## src/rtl/tang_keyed_tx.sv

```systemverilog
// Keyed carrier transmitter: synchronised and debounced push button gates a
// square-wave carrier, with optional hang time after release and a heartbeat LED.
module tang_keyed_tx #(
    parameter int TX_DIV     = 4,
    parameter int DEBOUNCE   = 270000,
    parameter int HANG       = 0,
    parameter int BLINK_HALF = 8388608,
    parameter int CNT_W      = 25
) (
    input  logic clk_27MHz,
    input  logic rst,
    input  logic key,
    output logic status_led,
    output logic key_led,
    output logic keyed,
    output logic tx_out
);

    typedef enum logic [1:0] {
        ST_IDLE  = 2'd0,
        ST_KEYED = 2'd1,
        ST_HANG  = 2'd2
    } state_t;

    localparam logic [CNT_W-1:0] TX_LAST    = CNT_W'(TX_DIV - 1);
    localparam logic [CNT_W-1:0] DEB_LAST   = CNT_W'(DEBOUNCE - 1);
    localparam logic [CNT_W-1:0] BLINK_LAST = CNT_W'(BLINK_HALF - 1);
    localparam logic [CNT_W-1:0] HANG_LAST  = CNT_W'((HANG > 0) ? (HANG - 1) : 0);
    localparam logic [CNT_W-1:0] CNT_ONE    = CNT_W'(1);

    logic             sync1_q, sync2_q;
    logic             stable_q, stable_d;
    logic [CNT_W-1:0] dcnt_q, dcnt_d;
    logic [CNT_W-1:0] bcnt_q, bcnt_d;
    logic             blink_q, blink_d;
    state_t           state_q, state_d;
    logic [CNT_W-1:0] ccnt_q, ccnt_d;
    logic [CNT_W-1:0] hcnt_q, hcnt_d;
    logic             tx_q, tx_d;
    logic             keyed_q, keyed_d;
    logic             run_carrier;

    // A press is only accepted once the synchronised key has differed from
    // the accepted level for DEBOUNCE consecutive cycles.
    always_comb begin
        stable_d = stable_q;
        dcnt_d   = dcnt_q;
        if (sync2_q == stable_q) begin
            dcnt_d = '0;
        end else if (dcnt_q == DEB_LAST) begin
            stable_d = sync2_q;
            dcnt_d   = '0;
        end else begin
            dcnt_d = dcnt_q + CNT_ONE;
        end
    end

    always_comb begin
        blink_d = blink_q;
        if (bcnt_q == BLINK_LAST) begin
            bcnt_d  = '0;
            blink_d = ~blink_q;
        end else begin
            bcnt_d = bcnt_q + CNT_ONE;
        end
    end

    always_comb begin
        state_d     = state_q;
        ccnt_d      = ccnt_q;
        hcnt_d      = hcnt_q;
        tx_d        = tx_q;
        run_carrier = 1'b0;
        case (state_q)
            ST_IDLE: begin
                if (!stable_q) state_d = ST_KEYED;
            end
            ST_KEYED: begin
                run_carrier = 1'b1;
                if (stable_q) begin
                    if (HANG > 0) begin
                        state_d = ST_HANG;
                        hcnt_d  = '0;
                    end else begin
                        state_d = ST_IDLE;
                    end
                end
            end
            ST_HANG: begin
                // A re-press outranks hang expiry so the carrier never drops.
                run_carrier = 1'b1;
                if (!stable_q) begin
                    state_d = ST_KEYED;
                end else if (hcnt_q == HANG_LAST) begin
                    state_d = ST_IDLE;
                end else begin
                    hcnt_d = hcnt_q + CNT_ONE;
                end
            end
            default: state_d = ST_IDLE;
        endcase

        if (run_carrier) begin
            if (ccnt_q == TX_LAST) begin
                ccnt_d = '0;
                tx_d   = ~tx_q;
            end else begin
                ccnt_d = ccnt_q + CNT_ONE;
            end
        end

        // Leaving for IDLE silences the carrier on the same edge.
        if (state_d == ST_IDLE) begin
            ccnt_d = '0;
            tx_d   = 1'b0;
        end
        keyed_d = (state_d != ST_IDLE);
    end

    always_ff @(posedge clk_27MHz or posedge rst) begin
        if (rst) begin
            sync1_q  <= 1'b1;
            sync2_q  <= 1'b1;
            stable_q <= 1'b1;
            dcnt_q   <= '0;
            bcnt_q   <= '0;
            blink_q  <= 1'b0;
            state_q  <= ST_IDLE;
            ccnt_q   <= '0;
            hcnt_q   <= '0;
            tx_q     <= 1'b0;
            keyed_q  <= 1'b0;
        end else begin
            sync1_q  <= key;
            sync2_q  <= sync1_q;
            stable_q <= stable_d;
            dcnt_q   <= dcnt_d;
            bcnt_q   <= bcnt_d;
            blink_q  <= blink_d;
            state_q  <= state_d;
            ccnt_q   <= ccnt_d;
            hcnt_q   <= hcnt_d;
            tx_q     <= tx_d;
            keyed_q  <= keyed_d;
        end
    end

    assign status_led = blink_q;
    assign key_led    = stable_q;
    assign keyed      = keyed_q;
    assign tx_out     = tx_q;

endmodule
```

## config.mk

```make
export PLATFORM = sky130hd
export DESIGN_NAME = tang_keyed_tx
export DESIGN_NICKNAME = d
export VERILOG_FILES = /design/src/rtl/tang_keyed_tx.sv
export SDC_FILE = /design/constraint.sdc
export NUM_CORES = 1
export LEC_CHECK = 0
export ABC_AREA = 0
export BUFFER_PORTS_ARGS = -buffer_cell sky130_fd_sc_hd__buf_2
export CAP_MARGIN = 25
export CORE_MARGIN = 5
export CORE_UTILIZATION = 55
export DETAILED_ROUTE_END_ITERATION = 8
export PLACE_DENSITY_LB_ADDON = 0.3
export SLEW_MARGIN = 30
export SYNTH_ARGS = -nofsm -noshare
export SYNTH_HDL_FRONTEND = slang
export SYNTH_SLANG_ARGS = --single-unit
```

## constraint.sdc

```tcl
create_clock -name clk_27MHz -period 4.8 [get_ports clk_27MHz]
set_input_delay 0.72 -clock clk_27MHz [delete_from_list [all_inputs] [get_ports clk_27MHz]]
set_output_delay 0.72 -clock clk_27MHz [all_outputs]
set_load 0.005 [all_outputs]
```

Word-level counts from Yosys, hierarchy flattened
Cells that the tools add are included.
Widths: inputs -> output; s select.
{"block": "classes", "reduce_logical": 10, "div": 0, "n_shift": 0, "eq_ne": 6, "n_addsub": 4, "bitwise": 4, "muxes": 15, "n_lt_le_gt_ge": 0, "n_mul": 0}
{"op": "$mux 25", "count": 6}
{"op": "$add 25x1->25 const B", "count": 4}
{"op": "$eq 25x19->1 const B", "count": 1}
{"op": "$eq 25x2->1 const B", "count": 1}
{"op": "$eq 25x23->1 const B", "count": 1}
{"op": "$logic_not 25->1", "count": 1}
{"op": "$mux 2", "count": 4}
{"op": "$pmux 2 s3", "count": 1}
{"op": "$reduce_bool 2->1", "count": 3}
{"op": "$logic_not 2->1", "count": 2}
{"op": "$mux 1", "count": 4}
{"op": "$not 1->1", "count": 4}
{"op": "$reduce_and 2->1", "count": 2}
{"op": "$reduce_and 3->1", "count": 1}
{"op": "$eq 2x1->1 const B", "count": 1}
{"op": "$eq 2x2->1 const B", "count": 1}
{"op": "$reduce_or 2->1", "count": 1}
{"op": "$eq 1x1->1", "count": 1}
{"block": "totals", "memories": 0, "mem_bits_rw": 0, "elab_cells": 50, "latchBits": 0, "mem_bits_ro": 0, "ff_bits": 108, "output_inout_bits": 4, "in_bits": 3}

Depth between registers and ports, before layout
Gate-level depths: netlist (run 1).
{"block": "depth", "ltp_word": 7, "depth_mapped": 9, "ltp_nobuf": 7}

Least setup slack after synthesis (run 1)
Ideal clock, no wire load.
{"block": "synth_path", "path_type": "register to register", "start": "reg state_q[1]", "end": "reg ccnt_q[21]", "synth_period_minus_slack_ns": 1.964, "path_slack_ns": 2.836, "t_required_ns": 4.721, "path_buffers": 0, "setup_time_ns": 0.079, "path_stages_with_launch": 8, "arrival_time_ns": 1.884, "path_cell_list": "dfrtp_1 -> inv_1 -> ha_1 -> nor2b_1 -> o32ai_1 -> a21oi_1 -> a2111oi_2 -> mux2i_1"}
{"block": "synth_between", "elab_chain_len": 5, "elab_cells_between_ends": 13, "cone_classes": "eq/ne: 2; mux: 7; reduce/logical: 4"}
{"item": "start: declaration", "line": "36", "text": "state_t state_q, state_d;"}
{"item": "start signal: assignment", "line": "140", "text": "state_q <= state_d;"}
{"item": "$mux 2", "line": "94", "text": "end else if (hcnt_q == HANG_LAST) begin"}
{"item": "$mux 2", "line": "92", "text": "if (!stable_q) begin"}
{"item": "$pmux 2 s3", "line": "74", "text": "case (state_q)"}
{"item": "$logic_not 2->1", "line": "113", "text": "if (state_d == ST_IDLE) begin"}
{"item": "$mux 25 or $reduce_bool 2->1 (tied branches)"}
{"item": "end signal: assignment", "line": "141", "text": "ccnt_q <= ccnt_d;"}
{"item": "end: declaration", "line": "37", "text": "logic [CNT_W-1:0] ccnt_q, ccnt_d;"}
Parallel ways exist; a longest one is shown, timed or not.
A chain may end at the register's enable or synchronous reset.

Worst setup path after layout (run 1)
{"block": "layout_path", "start": "reg hcnt_q[0]", "end": "reg ccnt_q[17]"}
{"block": "layout_between", "elab_chain_len": 6, "elab_cells_between_ends": 7, "cone_classes": "mux: 4; reduce/logical: 3"}
{"item": "start: declaration", "line": "38", "text": "logic [CNT_W-1:0] hcnt_q, hcnt_d;"}
{"item": "start signal: assignment", "line": "142", "text": "hcnt_q <= hcnt_d;"}
{"item": "$logic_not 25->1 *", "line": "94"}
{"item": "$mux 2 *", "line": "94"}
{"item": "$mux 2 *", "line": "92"}
{"item": "$pmux 2 s3 *", "line": "74"}
{"item": "$logic_not 2->1 *", "line": "113"}
{"item": "$mux 25 or $reduce_bool 2->1 (tied branches)"}
Mark *: on every way between the ends. The rest lies on a longest branch, timed or not.

==> results.md, run 1 <==
- Routed wire length per instance: 14.3 um
- Post-DRT Antenna Nets: 0
- Most frequent cell after synthesis: dfrtp_1
- Placer Congestion: 0.813
- Fmax: 399 MHz
- Crit end category: flop
- DRT met1 WL: 4500 um
- Non-Filler Cell Area, Final: 0.00576 mm2
- Vias in the first global route: 3768
- Yosys reg bits: 108
- Yosys top cell by area: dfrtp_1
- Peak VDD IR: 252 uV
- # fillers: 818
- Final HPWL DP: 6600 um
- CTS sink count: 108
- Synth area leaders: dfrtp_1 (48%), xnor2_1 (6.9%), xor2_1 (6.1%), nand3_1 (4.5%), nor2_1 (4.4%)
- Worst-Margin Slew: 0.870 ns
- Fin crit share: 0.522
- Pre-CTS setup slack: 2.34 ns
- N_diodes: 0
- Initial DRC count: 167
- FP Rows: 36
- CP arrival: 2.80 ns
- CTS Buf Count: 9
- CP max-delay cell: a31oi_4
- Layout area overhead: 6.30%
- Delay-heaviest family, CP: compound AO/OA/AOI/OAI gates
- Max-slew violation count: 0
- Outcome: completed
- IO buf count: 6
- Share of cells above drive strength 1: 0.0847
- Pwr Total: 1510 uW
- Top routing layer in use: met4
- Chip width: 109 um
- Slew headroom: 0.420
- Final setup violation count: 0
- Total wire length: 9530 um
- CP Class: flop to flop
- Reg2Reg Depth: 7
- Fin Setup TNS: 0 ns
- Hold-fix buffers at CTS: 0
- Warnings, synthesis: 0
- Max clock buf depth: 2
- Number of H-tree levels: 3
- Total number of vias: 3764
- Area of the multi-input gates: 0.00258 mm2
- Total congestion overflow: 0
- Critical path launch point type: flop
- CTS tree: built
- Mapped Area: 0.00542 mm2
- Synth Instances: 520
- Flip-flop and latch area: 0.00271 mm2
- # Post-CTS Setup Buffers: 0
- CP required: 5.09 ns
- CP max stage delay: 0.64 ns
- Ys flop type: dfrtp_1
- Drt via density: 5.67
- Unique masters post-synth: 54
- Commonest cells in the synthesized netlist: dfrtp_1 (105), nor2_1 (63), nand3_1 (49)
- Fin Clk Skew: 0.00992 ns
- RSZ-0062 raised after global routing: false
- Post-synth ARST share: 1.00
- Stages on worst setup path: 7
- 1st-pass router iterations: 5
- Maximum fanout along the worst path: 29
- DRC violations left: 0
- Final Hold Vio Count: 0
- Leak: 0.00251 uW
- Worst-path clk slew: 0.10 ns
- Power per cell area: 262 mW/mm2
- First-pass GRT wire length: 16800 um
- Crit-path cells: inv_1 > ha_1 > nor4b_1 > and4_2 > a31oi_4 > nand2_2 > a311oi_1
- Max-Cap Viols: 0
- Crit path time final: 2.51 ns
- Post-synth top area share: 0.485
- Post-route setup slack: 2.29 ns
- Pin count of the biggest net entering global routing: 81
- Clk_lat worst skew: 0.38 ns
- Post-synth EDFFs: 0
- All-Layer GR Usage: 0.177
- Bufs and invs on worst path: 1
- Effective utilization at floorplan: 0.560
- Wire length on met2: 4620 um
- Core area: 0.00968 mm2
- Final #Nets: 538
- Post-CTS sizing: 0
- Chip Height: 109 um
- Placed inst area: 0.00556 mm2
- Die area: 0.0119 mm2
- Ports: 7
- Clk root buf: clkbuf_8
- Sequential share of the synthesized area: 0.499
- Hold Crit Depth: 0
- Min-delay worst type: flop to flop
- Antenna violations before repair: 0
- Post-Syn Nets: 532
- Flop-to-flop setup slack: 2.29 ns
- Met3 WL: 300 um
- Synthesized area per cell: 10.4 um2
where the power goes:
group | total, uW | internal, uW | switching (uW) | leakage [uW]
sequential | 915 | 913 | 2.42 | 0.00147
combinational | 25.4 | 3.55 | 21.9 | 0.000926
clock | 571 | 250 | 321 | 0.000107
total | 1510 | 1170 | 345 | 0.00251
kinds of logic (layout without fill, tap and decap cells):
| family | count (synthesis) | after routing | synth area share |
|---|---|---|---|
| AND/OR/NAND/NOR | 248 | 248 | 0.257 |
| flip-flops | 108 | 108 | 0.499 |
| XOR/XNOR | 81 | 81 | 0.131 |
| AO/OA/AOI/OAI | 35 | 35 | 0.0473 |
| buffers and inverters | 28 | 39 | 0.0245 |
| multiplexers | 11 | 11 | 0.0208 |
| adder cells (fa/ha/maj) | 9 | 9 | 0.0208 |
final timing paths:
kind,start,end
min reg2reg,sync1_q,sync2_q
max,hcnt_q[0],ccnt_q[17]
min,sync1_q,sync2_q
min in group asynchronous,rst,hcnt_q[6]
max in group asynchronous,rst,key_led
max reg2reg,hcnt_q[0],ccnt_q[17]
metrics by stage:
| step | hold WS, ns | instances | utilization |
|---|---|---|---|
| after global routing | 0.369 | 664 | 0.595 |
| after global placement | 0.351 | 648 | 0.574 |
| after detailed placement | 0.347 | 648 | 0.574 |
| after floorplan | 0.345 | 520 | - |
| final | 0.371 | 664 | 0.595 |
| after CTS | 0.363 | 664 | 0.595 |
final cells by class:
type	count	share of cell area
flip-flops and latches	108	0.470
multi-input cells	384	0.448
well taps	133	0.0289
clock buffers	9	0.0215
clock inverters	7	0.0141
inverters	16	0.0113
repair buffers	7	0.00651
sequential cells by signal (all words and copies together) (netlist names):
name / flops
bcnt_q: 25
ccnt_q: 25
dcnt_q: 25
hcnt_q: 25
key_led: 1
keyed: 1
state_q: 2
status_led: 1
sync1_q: 1
sync2_q: 1
tx_out: 1
placed cells by master, fill, tap and decap left out, drive strengths merged, types with 3 or more instances in the layout:
master  count
nor2b       3
nor4       16
nor3        9
nand4      29
dfstp       3
inv        20
mux2i       9
ha          9
a311oi      3
dfrtp     105
a21oi      12
and4       15
a211oi      5
clkbuf      9
nor2       64
o21ai       5
xnor2      43
nand3      51
buf         7
nand4b      8
and3       10
xor2       38
nor4b       5
nand2      29
metal layers:
metal | GRT usage | up-vias
met1 | 0.224 | 1853
met5 | 0 | -
met4 | 0.0552 | 0
li1 | - | 1856
met3 | 0.0539 | 10
met2 | 0.293 | 45
(Power assumes the default switching activity.)
==> run 2, diff against run 1 <==
Clock period 4.8 ns to 2.2 ns, I/O delays scaled along.
==> run 2 against run 1 <==
  * The flow now finishes with violations (hold timing)
  * Combinational power rose to 2.5 times the previous value
  * Final area rose by 4.3%
  * First-iteration DRC count down 10%
  * Maximum frequency is 20% higher
  * Wire length rose by 5.4%
  * Setup slack got worse by 2.2 ns
  * Critical path depth decreased by 1
  * Sequential share of layout area is 1.9 points lower
  * Sequential cell count did not move
  * Critical path type unchanged
  * Final cell count is 2.9% higher
  * Power rose by 120%
  * Largest power group unchanged
==> results.md, run 2 (same netlist as run 1, synthesis figures left out) <==
- Worst-path clk slew: 0.11 ns (was 0.10 ns)
- DRC violations left: 0 (unchanged)
- Failing checks: hold timing
- Power per cell area: 559 mW/mm2 (was 262 mW/mm2)
- Chip width: 109 um (unchanged)
- Min-delay worst type: input pin to asynchronous set/reset pin (was flop to flop)
- Layout Utilization: 0.620 (was 0.595)
- Crit path time final: 2.09 ns (was 2.51 ns)
- CTS Buf Count: 9 (unchanged)
- Fmax: 479 MHz (was 399 MHz)
- Chip Height: 109 um (unchanged)
- Layout area overhead: 10.8% (was 6.30%)
- CP required: 2.50 ns (was 5.09 ns)
- Commonest cells after routing, fill and taps aside: dfrtp_1 (104), nor2_1 (63), nand3_1 (49), xnor2_1 (43), xor2_1 (38) (was dfrtp_1 (105), nor2_1 (63), nand3_1 (49), xnor2_1 (43), xor2_1 (38))
- Hold_ws: -0.00792 ns (was 0.371 ns)
- Pin count of the biggest net entering global routing: 45 (was 81)
- Final Hold Vio Count: 8 (was 0)
- Slew headroom: 0.604 (was 0.420)
- N_diodes: 0 (unchanged)
- Total congestion overflow: 0 (unchanged)
- Commonest non-fill, non-tap cell in the layout: dfrtp_1 (unchanged)
- Final setup violation count: 0 (unchanged)
- First-pass GRT wire length: 18000 um (was 16800 um)
- Fin crit share: 0.948 (was 0.522)
- Clk root buf: clkbuf_8 (unchanged)
- Critical path launch point type: flop (unchanged)
- Core area: 0.00968 mm2 (unchanged)
- Placed inst area: 0.00571 mm2 (was 0.00556 mm2)
- Post-DRT Antenna Nets: 0 (unchanged)
- Worst-Margin Slew: 0.593 ns (was 0.870 ns)
- Peak VDD IR: 534 uV (was 252 uV)
- Maximum fanout along the worst path: 12 (was 29)
- RSZ-0062 raised after global routing: true (was false)
- Max clock buf depth: 2 (unchanged)
- Share of cells above drive strength 1: 0.131 (was 0.0847)
- Non-Filler Cell Area, Final: 0.00601 mm2 (was 0.00576 mm2)
- 1st-pass router iterations: 4 (was 5)
- Effective utilization at floorplan: 0.560 (unchanged)
- IO buf count: 6 (unchanged)
- Final #Nets: 557 (was 538)
- Drt via density: 5.70 (was 5.67)
- Antenna violations before repair: 0 (unchanged)
- All-Layer GR Usage: 0.189 (was 0.177)
- Total wire length: 10000 um (was 9530 um)
- Placer Congestion: 0.868 (was 0.813)
- Initial DRC count: 150 (was 167)
- Leak: 0.00263 uW (was 0.00251 uW)
- Vias in the first global route: 3955 (was 3768)
- Max-Cap Viols: 0 (unchanged)
- Max-slew violation count: 0 (unchanged)
- Outcome: complete, but fails checks (was completed)
- Total number of vias: 3895 (was 3764)
- CP arrival: 2.39 ns (was 2.80 ns)
- Final HPWL DP: 7060 um (was 6600 um)
- Clk_lat worst skew: 0.39 ns (was 0.38 ns)
- CP Class: flop to flop (unchanged)
- Number of H-tree levels: 3 (unchanged)
- Ports: 7 (unchanged)
- CTS tree: built (unchanged)
- Crit end category: flop (unchanged)
- Fin Clk Skew: 0.0145 ns (was 0.00992 ns)
- # fillers: 787 (was 818)
- FP Rows: 36 (unchanged)
- CTS sink count: 108 (unchanged)
- Die area: 0.0119 mm2 (unchanged)
- Routed wire length per instance: 14.7 um (was 14.3 um)
run 2: changes by cell type in the layout (fill, tap and decap cells not counted), sizes merged:
cell,before,now
inv,20,18
clkinvlp,0,2
clkbuf,9,10
clkinv,2,1
buf,7,26
run 2: layout make-up:
class,count,area (um2),area share
clock inverter,6,80.1,0.0133
sequential,108,2710,0.451
timing repair buffer,26,205,0.0342
clock buffer,10,138,0.0229
inverter,16,63.8,0.0106
tap,133,166,0.0277
multi-input combinational,384,2650,0.441
run 2: per-layer routing:
metal,part of all wire,track usage,up-vias
met5,0,0,-
met1,0.47,0.246,1945
met2,0.50,0.315,38
li1,-,-,1902
met4,0.0091,0.0499,0
met3,0.026,0.0509,10
run 2: worst max-delay path: stages, from the launching register on:
cell      delay [ns]
dfrtp_1         0.42
or4_4           0.55
nor2_4          0.18
a31oi_4         0.18
buf_4           0.24
a211oi_4        0.22
mux2i_1         0.21
run 2: report_power, final:
group,internal (uW),switching [uW]
logic,14.7,50.0
registers,1990,5.45
clock network,583,716
total,2590,772
run 2: metrics by stage:
step           TNS (ns)  instances  total power (uW)  worst slack (ns)  hold slack (ns)
6_report              0        683              3360             0.114         -0.00792
5_1_grt         -0.0436        683              3490           -0.0157           0.0132
4_1_cts               0        681              3400            0.0263          0.00170
3_5_place_dp   -0.00132        665              2100          -0.00132            0.350
3_3_place_gp          0        665              2100             0.163            0.350
2_1_floorplan         0        520              2080             0.236            0.334
run 2: final timing paths:
path	startpoint	endpoint	slack, ns	cells past startpoint
worst max-delay path	hcnt_q[15]	ccnt_q[5]	0.11	6
worst min-delay path	rst	hcnt_q[22]	-0.008	2
worst max register to register	hcnt_q[15]	ccnt_q[5]	0.11	6
worst min register to register	sync1_q	sync2_q	0.36	0
max in group asynchronous	rst	sync1_q	1.53	3
min in group clk_27MHz	key	sync1_q	0.04	1
run 2: what timing repair did:
| item | 4_1_cts | 5_1_grt |
|---|---|---|
| buffers inserted | 0 | 2 |
| hold buffers | 0 | 0 |
| gates resized for setup | 1 | 11 |
| setup endpoints to repair | 1 | 5 |
| pin swaps | 0 | 1 |
